--- config.mk ---
export PLATFORM = sky130hd
export DESIGN_NAME = ast_dmx_dir_sched_flat
export DESIGN_NICKNAME = d
export VERILOG_FILES = /design/src/rtl/ast_dmx_dir_sched_if.sv /design/src/rtl/ast_dmx_dir_sched.sv /design/src/flat_wrapper.sv
export SDC_FILE = /design/constraint.sdc
export NUM_CORES = 1
export LEC_CHECK = 0
export BUFFER_PORTS_ARGS = -buffer_cell sky130_fd_sc_hd__clkbuf_2
export CORE_MARGIN = 2
export CORE_UTILIZATION = 58
export DETAILED_ROUTE_END_ITERATION = 16
export GPL_ROUTABILITY_DRIVEN = 0
export PLACE_DENSITY = 0.78
export SYNTH_ARGS = -nofsm -noshare
export SYNTH_HDL_FRONTEND = slang
export SYNTH_SLANG_ARGS = --single-unit
--- constraint.sdc ---
create_clock -name clk_i -period 2.3 [get_ports clk_i]
set_input_delay 0.46 -clock clk_i [delete_from_list [all_inputs] [get_ports clk_i]]
set_output_delay 0.46 -clock clk_i [all_outputs]
set_load 0.1 [all_outputs]
--- src/rtl/ast_dmx_dir_sched_if.sv ---
// Snooped Avalon-ST demux input handshake, shared by the beat source and the direction scheduler.
// Handshake: a beat transfers on every rising clock edge where ast_valid_i and ast_ready_i are both 1.
interface ast_dmx_dir_sched_if #(
  parameter int CHANNEL_W = 4
);
  logic                 ast_valid_i;
  logic                 ast_ready_i;
  logic                 ast_startofpacket_i;
  logic                 ast_endofpacket_i;
  logic [CHANNEL_W-1:0] ast_channel_i;

  modport master (
    output ast_valid_i, ast_ready_i, ast_startofpacket_i, ast_endofpacket_i, ast_channel_i
  );

  modport slave (
    input ast_valid_i, ast_ready_i, ast_startofpacket_i, ast_endofpacket_i, ast_channel_i
  );
endinterface

--- src/rtl/ast_dmx_dir_sched.sv ---
// Per-packet direction scheduler: picks a demux direction at SOP (table or round-robin)
// and holds it until EOP, flagging completed packets and framing errors.
module ast_dmx_dir_sched #(
  parameter int CHANNEL_W     = 4,
  parameter int TX_DIR        = 4,
  parameter int DIR_SEL_WIDTH = $clog2(TX_DIR)
) (
  input  logic                     clk_i,
  input  logic                     arst_n_i,
  ast_dmx_dir_sched_if.slave       ast,
  input  logic                     mode_i,
  input  logic                     cfg_wr_i,
  input  logic [CHANNEL_W-1:0]     cfg_addr_i,
  input  logic [DIR_SEL_WIDTH-1:0] cfg_dir_i,
  output logic [DIR_SEL_WIDTH-1:0] cfg_rd_data_o,
  output logic [DIR_SEL_WIDTH-1:0] dir_o,
  output logic                     busy_o,
  output logic                     pkt_done_o,
  output logic [DIR_SEL_WIDTH-1:0] pkt_dir_o,
  output logic                     err_o,
  output logic                     dbg_state_o
);
  localparam int                     DEPTH = 2 ** CHANNEL_W;
  localparam logic [DIR_SEL_WIDTH:0] TXD   = (DIR_SEL_WIDTH + 1)'(TX_DIR);
  localparam logic [DIR_SEL_WIDTH-1:0] LAST = DIR_SEL_WIDTH'(TX_DIR - 1);

  typedef enum logic {IDLE = 1'b0, PKT = 1'b1} state_e;

  state_e                   state_q, state_d;
  logic [DIR_SEL_WIDTH-1:0] tbl_q [DEPTH];
  logic [DIR_SEL_WIDTH-1:0] rr_q, rr_d;
  logic [DIR_SEL_WIDTH-1:0] lock_q, lock_d;
  logic [DIR_SEL_WIDTH-1:0] pdir_q, pdir_d;
  logic [DIR_SEL_WIDTH-1:0] rd_q;
  logic                     done_q, done_d;
  logic                     err_q, err_d;
  logic [DIR_SEL_WIDTH-1:0] next_dir;
  logic [DIR_SEL_WIDTH-1:0] rr_inc;
  logic [DIR_SEL_WIDTH-1:0] wr_dir;
  logic                     beat;

  assign beat     = ast.ast_valid_i & ast.ast_ready_i;
  assign next_dir = mode_i ? rr_q : tbl_q[ast.ast_channel_i];
  assign rr_inc   = (rr_q == LAST) ? '0 : rr_q + 1'b1;
  assign wr_dir   = ({1'b0, cfg_dir_i} >= TXD) ? LAST : cfg_dir_i;

  always_comb begin
    state_d = state_q;
    rr_d    = rr_q;
    lock_d  = lock_q;
    pdir_d  = pdir_q;
    done_d  = 1'b0;
    err_d   = 1'b0;
    if (beat) begin
      if (ast.ast_startofpacket_i) begin
        // A SOP inside an open packet abandons it and restarts on the new beat.
        err_d = (state_q == PKT);
        if (ast.ast_endofpacket_i) begin
          state_d = IDLE;
          done_d  = 1'b1;
          pdir_d  = next_dir;
          rr_d    = rr_inc;
        end else begin
          state_d = PKT;
          lock_d  = next_dir;
        end
      end else if (state_q == PKT) begin
        if (ast.ast_endofpacket_i) begin
          state_d = IDLE;
          done_d  = 1'b1;
          pdir_d  = lock_q;
          rr_d    = rr_inc;
        end
      end else begin
        err_d = 1'b1;
      end
    end
  end

  always_ff @(posedge clk_i or negedge arst_n_i) begin
    if (!arst_n_i) begin
      state_q <= IDLE;
      rr_q    <= '0;
      lock_q  <= '0;
      pdir_q  <= '0;
      rd_q    <= '0;
      done_q  <= 1'b0;
      err_q   <= 1'b0;
      for (int i = 0; i < DEPTH; i++) begin
        tbl_q[i] <= DIR_SEL_WIDTH'(i % TX_DIR);
      end
    end else begin
      state_q <= state_d;
      rr_q    <= rr_d;
      lock_q  <= lock_d;
      pdir_q  <= pdir_d;
      done_q  <= done_d;
      err_q   <= err_d;
      rd_q    <= tbl_q[cfg_addr_i];
      if (cfg_wr_i) begin
        tbl_q[cfg_addr_i] <= wr_dir;
      end
    end
  end

  // A restarting SOP inside a packet is already routed on its own fresh direction.
  assign dir_o = (state_q == PKT && !(ast.ast_valid_i && ast.ast_startofpacket_i)) ? lock_q : next_dir;

  assign busy_o        = (state_q == PKT);
  assign pkt_done_o    = done_q;
  assign pkt_dir_o     = pdir_q;
  assign err_o         = err_q;
  assign cfg_rd_data_o = rd_q;
  assign dbg_state_o   = state_q;
endmodule

--- src/flat_wrapper.sv ---
// flat-port wrapper written by rule: the top's interface ports become plain ports
module ast_dmx_dir_sched_flat 
#(
  parameter int CHANNEL_W     = 4,
  parameter int TX_DIR        = 4,
  parameter int DIR_SEL_WIDTH = $clog2(TX_DIR)
)
  (clk_i, arst_n_i, mode_i, cfg_wr_i, cfg_addr_i, cfg_dir_i, cfg_rd_data_o, dir_o, busy_o, pkt_done_o, pkt_dir_o, err_o, dbg_state_o, ast_ast_valid_i, ast_ast_ready_i, ast_ast_startofpacket_i, ast_ast_endofpacket_i, ast_ast_channel_i);
  ast_dmx_dir_sched_if #(.CHANNEL_W(CHANNEL_W)) ast_i ();
  input  logic clk_i;
  input  logic arst_n_i;
  input  logic mode_i;
  input  logic cfg_wr_i;
  input  logic [CHANNEL_W-1:0] cfg_addr_i;
  input  logic [DIR_SEL_WIDTH-1:0] cfg_dir_i;
  output logic [DIR_SEL_WIDTH-1:0] cfg_rd_data_o;
  output logic [DIR_SEL_WIDTH-1:0] dir_o;
  output logic busy_o;
  output logic pkt_done_o;
  output logic [DIR_SEL_WIDTH-1:0] pkt_dir_o;
  output logic err_o;
  output logic dbg_state_o;
  input wire logic [$bits(ast_i.ast_valid_i)-1:0] ast_ast_valid_i;
  input wire logic [$bits(ast_i.ast_ready_i)-1:0] ast_ast_ready_i;
  input wire logic [$bits(ast_i.ast_startofpacket_i)-1:0] ast_ast_startofpacket_i;
  input wire logic [$bits(ast_i.ast_endofpacket_i)-1:0] ast_ast_endofpacket_i;
  input wire logic [$bits(ast_i.ast_channel_i)-1:0] ast_ast_channel_i;
  assign ast_i.ast_valid_i = ast_ast_valid_i;
  assign ast_i.ast_ready_i = ast_ast_ready_i;
  assign ast_i.ast_startofpacket_i = ast_ast_startofpacket_i;
  assign ast_i.ast_endofpacket_i = ast_ast_endofpacket_i;
  assign ast_i.ast_channel_i = ast_ast_channel_i;
  ast_dmx_dir_sched #(.CHANNEL_W(CHANNEL_W), .TX_DIR(TX_DIR), .DIR_SEL_WIDTH(DIR_SEL_WIDTH)) u_core (.clk_i(clk_i), .arst_n_i(arst_n_i), .ast(ast_i), .mode_i(mode_i), .cfg_wr_i(cfg_wr_i), .cfg_addr_i(cfg_addr_i), .cfg_dir_i(cfg_dir_i), .cfg_rd_data_o(cfg_rd_data_o), .dir_o(dir_o), .busy_o(busy_o), .pkt_done_o(pkt_done_o), .pkt_dir_o(pkt_dir_o), .err_o(err_o), .dbg_state_o(dbg_state_o));
endmodule
# Word-level counts from Yosys, hierarchy flattened
# Cells that the tools add are included.
# W data, S select, Z words.
# totals
register_bits	43
latch_bits	0
mem_bits_rw	0
mem_bits_ro	0
output_inout_bits	10
wordCells	69
n_memories	0
# classes
addsub	1
n_mul	0
n_div	0
n_lt_le_gt_ge	3
eq_ne	1
shifts	0
mux	29
bitwise	4
reduce_logical	8
# ops
operator	count
$bwmux W32	1
$mux W2	15
$bmux W2 S4	2
$ge A5 B5 Y1 const B	2
$mux W1	10
$not A4 Y5	2
$demux W2 S4	1
$reduce_and A3 Y1	2
$lt A5 B1 Y1 const B	1
$logic_and A1 B1 Y1	3
$add A2 B1 Y2 const B	1
$eq A2 B2 Y1 const B	1
$reduce_and A2 Y1	1
$reduce_bool A2 Y1	1
$and A1 B1 Y1	1
$logic_not A1 Y1	1
$not A1 Y1	1

# Longest topological paths before layout
# depth
depth_word	7
depth_mapped	6
mapped_depth_nobuf	5

# Least setup slack after synthesis
# No wires, ideal clock.
# synth_timing
path_kind	input -> output
start	input ast_ast_channel_i[1]
end	output dir_o[1]
arrival_ns	3.780
required_time_ns	1.840
path_slack_ns	-1.940
path_stages	6
path_buffers	2
path_cell_list	buf_6 buf_12 mux2i_1 mux4_2 a22o_1 o31ai_1
# synth_via
elab_chain_cells	6
# synth_rtl
element	line	rtl
start: declaration	flat_wrapper.sv:27	input wire logic [$bits(ast_i.ast_channel_i)-1:0] ast_ast_channel_i;
$not A4 Y5 (implied by the code)	ast_dmx_dir_sched.sv:43	assign next_dir = mode_i ? rr_q : tbl_q[ast.ast_channel_i];
$bmux W2 S4	ast_dmx_dir_sched.sv:43	
$mux W2 (implied by the code) (2 in series)	ast_dmx_dir_sched.sv:43	
$mux W2	ast_dmx_dir_sched.sv:43	
$mux W2	ast_dmx_dir_sched.sv:107	assign dir_o = (state_q == PKT && !(ast.ast_valid_i && ast.ast_startofpacket_i)) ? lock_q : next_dir;
end: declaration	flat_wrapper.sv:17	output logic [DIR_SEL_WIDTH-1:0] dir_o;
# No other way between the ends. The select of a mux whose other input is x is not followed.

# Worst setup path in the final report
# layout_timing
start	register u_core.tbl_q[0] in the netlist's numbering
end	output dir_o[0]
# layout_via
elab_chain_cells	5
# layout_rtl
element	line	rtl
start: declaration	ast_dmx_dir_sched.sv:30	logic [DIR_SEL_WIDTH-1:0] tbl_q [DEPTH];
start signal: indexed assignment	ast_dmx_dir_sched.sv:90	tbl_q[i] <= DIR_SEL_WIDTH'(i % TX_DIR);
start signal: indexed assignment	ast_dmx_dir_sched.sv:101	tbl_q[cfg_addr_i] <= wr_dir;
$bmux W2 S4	ast_dmx_dir_sched.sv:43	
$mux W2 (implied by the code) (2 in series)	ast_dmx_dir_sched.sv:43	
$mux W2	ast_dmx_dir_sched.sv:43	
$mux W2	ast_dmx_dir_sched.sv:107	
# No other way between the ends. The select of a mux whose other input is x is not followed.

==> metrics.md <==
| Metric | Value |
|---|---|
| Status | `finished with violations` |
| Failing checks | `setup timing` |
| Die height | `67.84 µm` |
| Synth Flop Type | `dfrtp_1` |
| Worst Skew | `0.005227 ns` |
| Initial antenna violation count | `0` |
| Yosys reg bits | `43` |
| Class of the worst hold path | `in2async` |
| Hold WS | `0.1550 ns` |
| Vias in the first global route | `1726` |
| Period utilization | `1.115` |
| Worst slew margin | `0.5966` |
| GRT overflow | `0` |
| Pins Over Slew Limit | `0` |
| Tot Pwr | `2.553 mW` |
| Final Hold Viols | `0` |
| WS Path Type | `reg2out` |
| DRT Pass-1 Iters | `5` |
| CP Data Required Time | `1.84 ns` |
| Number of diodes | `0` |
| Core area | `0.003971 mm²` |
| Post-synth EDFFs | `0` |
| RSZ-0062 raised after global routing | `true` |
| IO Pins | `28` |
| Fmax | `390.1 MHz` |
| Commonest non-fill, non-tap cell in the layout | `dfrtp_1` |
| Final setup viols | `2` |
| Startpoint Class | `register` |
| Synth cell types | `29` |
| Yosys warns | `0` |
| Fin nets | `231` |
| Compound-Gate Fraction of Synth Area | `0.04394` |
| Fraction of layout cells with a size suffix above 1 | `0.4575` |
| Routed WL | `4.962 mm` |
| CTS tree | `yes` |
| CTS buffer count | `5` |
| Filler cells | `286` |
| Cell Rows | `23` |
| Synth area leaders | `dfrtp_1 (29%), dfstp_2 (18%), mux4_2 (13%), mux2_2 (11%), mux2i_1 (6.8%)` |
| Hold buffers post-CTS | `0` |
| Final HPWL DP | `3.861 mm` |
| Nets in the synthesized netlist | `198` |
| Pin count of the biggest net entering global routing | `23` |
| Post-synthesis mux area share | `0.3536` |
| Clock sinks | `43` |
| FF-to-FF setup slack | `0.44 ns` |
| Largest family of logic cells by synthesized area | `multiplexers` |
| Clk Latency, worst-skew pair | `0.30 ns` |
| Worst Reg-to-Reg Cells | `5` |
| CP arrival | `2.10 ns` |
| Pwr dens | `938.4 mW/mm²` |
| Routed vias | `1638` |
| Crit. End Element | `output port` |
| Clock buffer depth | `2` |
| Starting DRT DRC Count | `45` |
| Most frequent cells in the layout | `dfrtp_1 (27), clkbuf_2 (25), mux2_2 (23)` |
| Worst-path clk slew | `0.07 ns` |
| Syn Std Cell Area | `0.002364 mm²` |
| Max cap viols | `0` |
| Cell taking the most area after synthesis | `dfrtp_1` |
| Post-synth ARST share | `1.000` |
| Syn avg cell area | `13.28 µm²` |
| First-pass GRT wire length | `8.238 mm` |
| Cells after Synth | `178` |
| ANT nets after route | `0` |
| Initial Util | `0.5951` |
| Slowest-stage cell, CP | `dfstp_2` |
| Yosys top cell area share | `0.2859` |
| Via density | `6.252` |
| Post-Synth Adder-Cell Area | `0.01059` |
| IR Drop Worst-Case VDD | `0.5712 mV` |
| Die ar. | `0.004602 mm²` |
| Area Overhead vs Synth | `15.09%` |
| Simple-gate share of the synthesized area | `0.09370` |
| Worst stage delay on the critical path | `0.56 ns` |
| Worst-path fanout max | `3` |
| Static Leak | `1.179 nW` |
| Post-route setup slack | `-0.2636 ns` |
| All-Layer GR Usage | `0.2504` |
| # DRC | `0` |
| Sequential-to-total area share from yosys stat | `0.4637` |
| CTS root buffer | `clkbuf_8` |
| Slew @ Worst Pin | `0.6051 ns` |
| Crit path time final | `2.564 ns` |
| Routed WL per cell | `18.94 µm` |
| Xor/xnor share of the synthesized area | `0` |
| Die Wd | `67.84 µm` |
| H-tree depth | `2` |
| Cell chain of the critical path | `mux2i_1 -> mux4_2 -> a22o_1 -> o31ai_4 -> buf_12` |
| Port bufs | `27` |
## cell type report
type / instances / area [µm²] / share of cell area
Tap cell: 50 / 62.56 / 0.02300
Multi-Input combinational cell: 122 / 1219 / 0.4480
Clock buffer: 7 / 76.32 / 0.02806
Clock inverter: 1 / 5.005 / 0.001840
Sequential cell: 43 / 1096 / 0.4029
Inverter: 5 / 18.77 / 0.006900
Timing Repair Buffer: 34 / 242.7 / 0.08924
## routing by layer
metal  global-route usage  part of all wire
met2               0.4350              0.52
met1               0.3017              0.39
met3              0.05757             0.062
met4               0.1025             0.023
met5                    0                 0
## registers in the layout, summed over array words and instances, names as in the netlist
| signal | cells |
|---|---|
| u_core.pkt_dir_o | 2 |
| u_core.err_o | 1 |
| u_core.rr_q | 2 |
| u_core.tbl_q | 32 |
| u_core.lock_q | 2 |
| u_core.cfg_rd_data_o | 2 |
| u_core.busy_o | 1 |
| u_core.pkt_done_o | 1 |
## cells in the mapped netlist, types with 2 or more instances
cell,number
clkbuf_1,3
nor3b_1,5
mux2_2,23
nand2_1,10
a22o_1,2
mux2i_1,16
nand3_1,3
nand3b_1,2
buf_4,2
dfrtp_1,27
mux4_2,14
ha_1,2
nand2b_1,6
nor2_1,13
dfstp_2,16
o21ai_0,2
o31ai_1,6
a21oi_1,3
inv_1,5
mux2_1,9
## metrics by stage
step | cells | worst slack [ns] | setup TNS (ns) | util | area [µm²]
final | 262 | -0.2636 | -0.4963 | 0.6849 | 2720
after global routing | 262 | -0.3190 | -0.5921 | 0.6849 | 2720
after CTS | 262 | -0.2579 | -0.4939 | 0.6837 | 2715
after detailed placement | 254 | -0.1714 | -0.3277 | 0.6632 | 2634
after global placement | 254 | -0.1131 | -0.2247 | 0.6632 | 2634
after floorplan | 178 | -0.5011 | -1.002 | - | 2400
## logic make-up after synthesis
group | Yosys count
muxes | 62
adders and majority gates | 2
and+or+nand+nor | 43
DFF | 43
AOI/OAI and AO/OA | 15
buffers and inverters | 13
## where the power goes
part           switching (mW)  internal, mW
Sequential              0.154         0.992
Combinational           0.563         0.391
Clock                   0.239         0.213
## critical path: cells and delay by family, from the launching register on
family,cells,cell delay [ns]
compound gates,2,0.48
buf+inv,1,0.21
flops,1,0.56
mux,2,0.56
## worst paths after layout
| path | start | to |
|---|---|---|
| hold / removal | arst_n_i | u_core.lock_q[0] |
| setup / recovery | u_core.tbl_q[0] | dir_o[0] |
| max in group asynchronous | arst_n_i | u_core.tbl_q[16] |
| setup reg to reg | u_core.tbl_q[0] | u_core.lock_q[0] |
| hold reg to reg | u_core.pkt_dir_o[1] | u_core.pkt_dir_o[1] |
| min in group clk_i | ast_ast_valid_i | u_core.err_o |
## timing repair
item                       4_1_cts  5_1_grt
setup buffers                    0        0
setup endpoints to repair        2        2
gates resized for setup          0        1
cloned                           0        0
No activity file was read; power rests on OpenSTA's default activity.
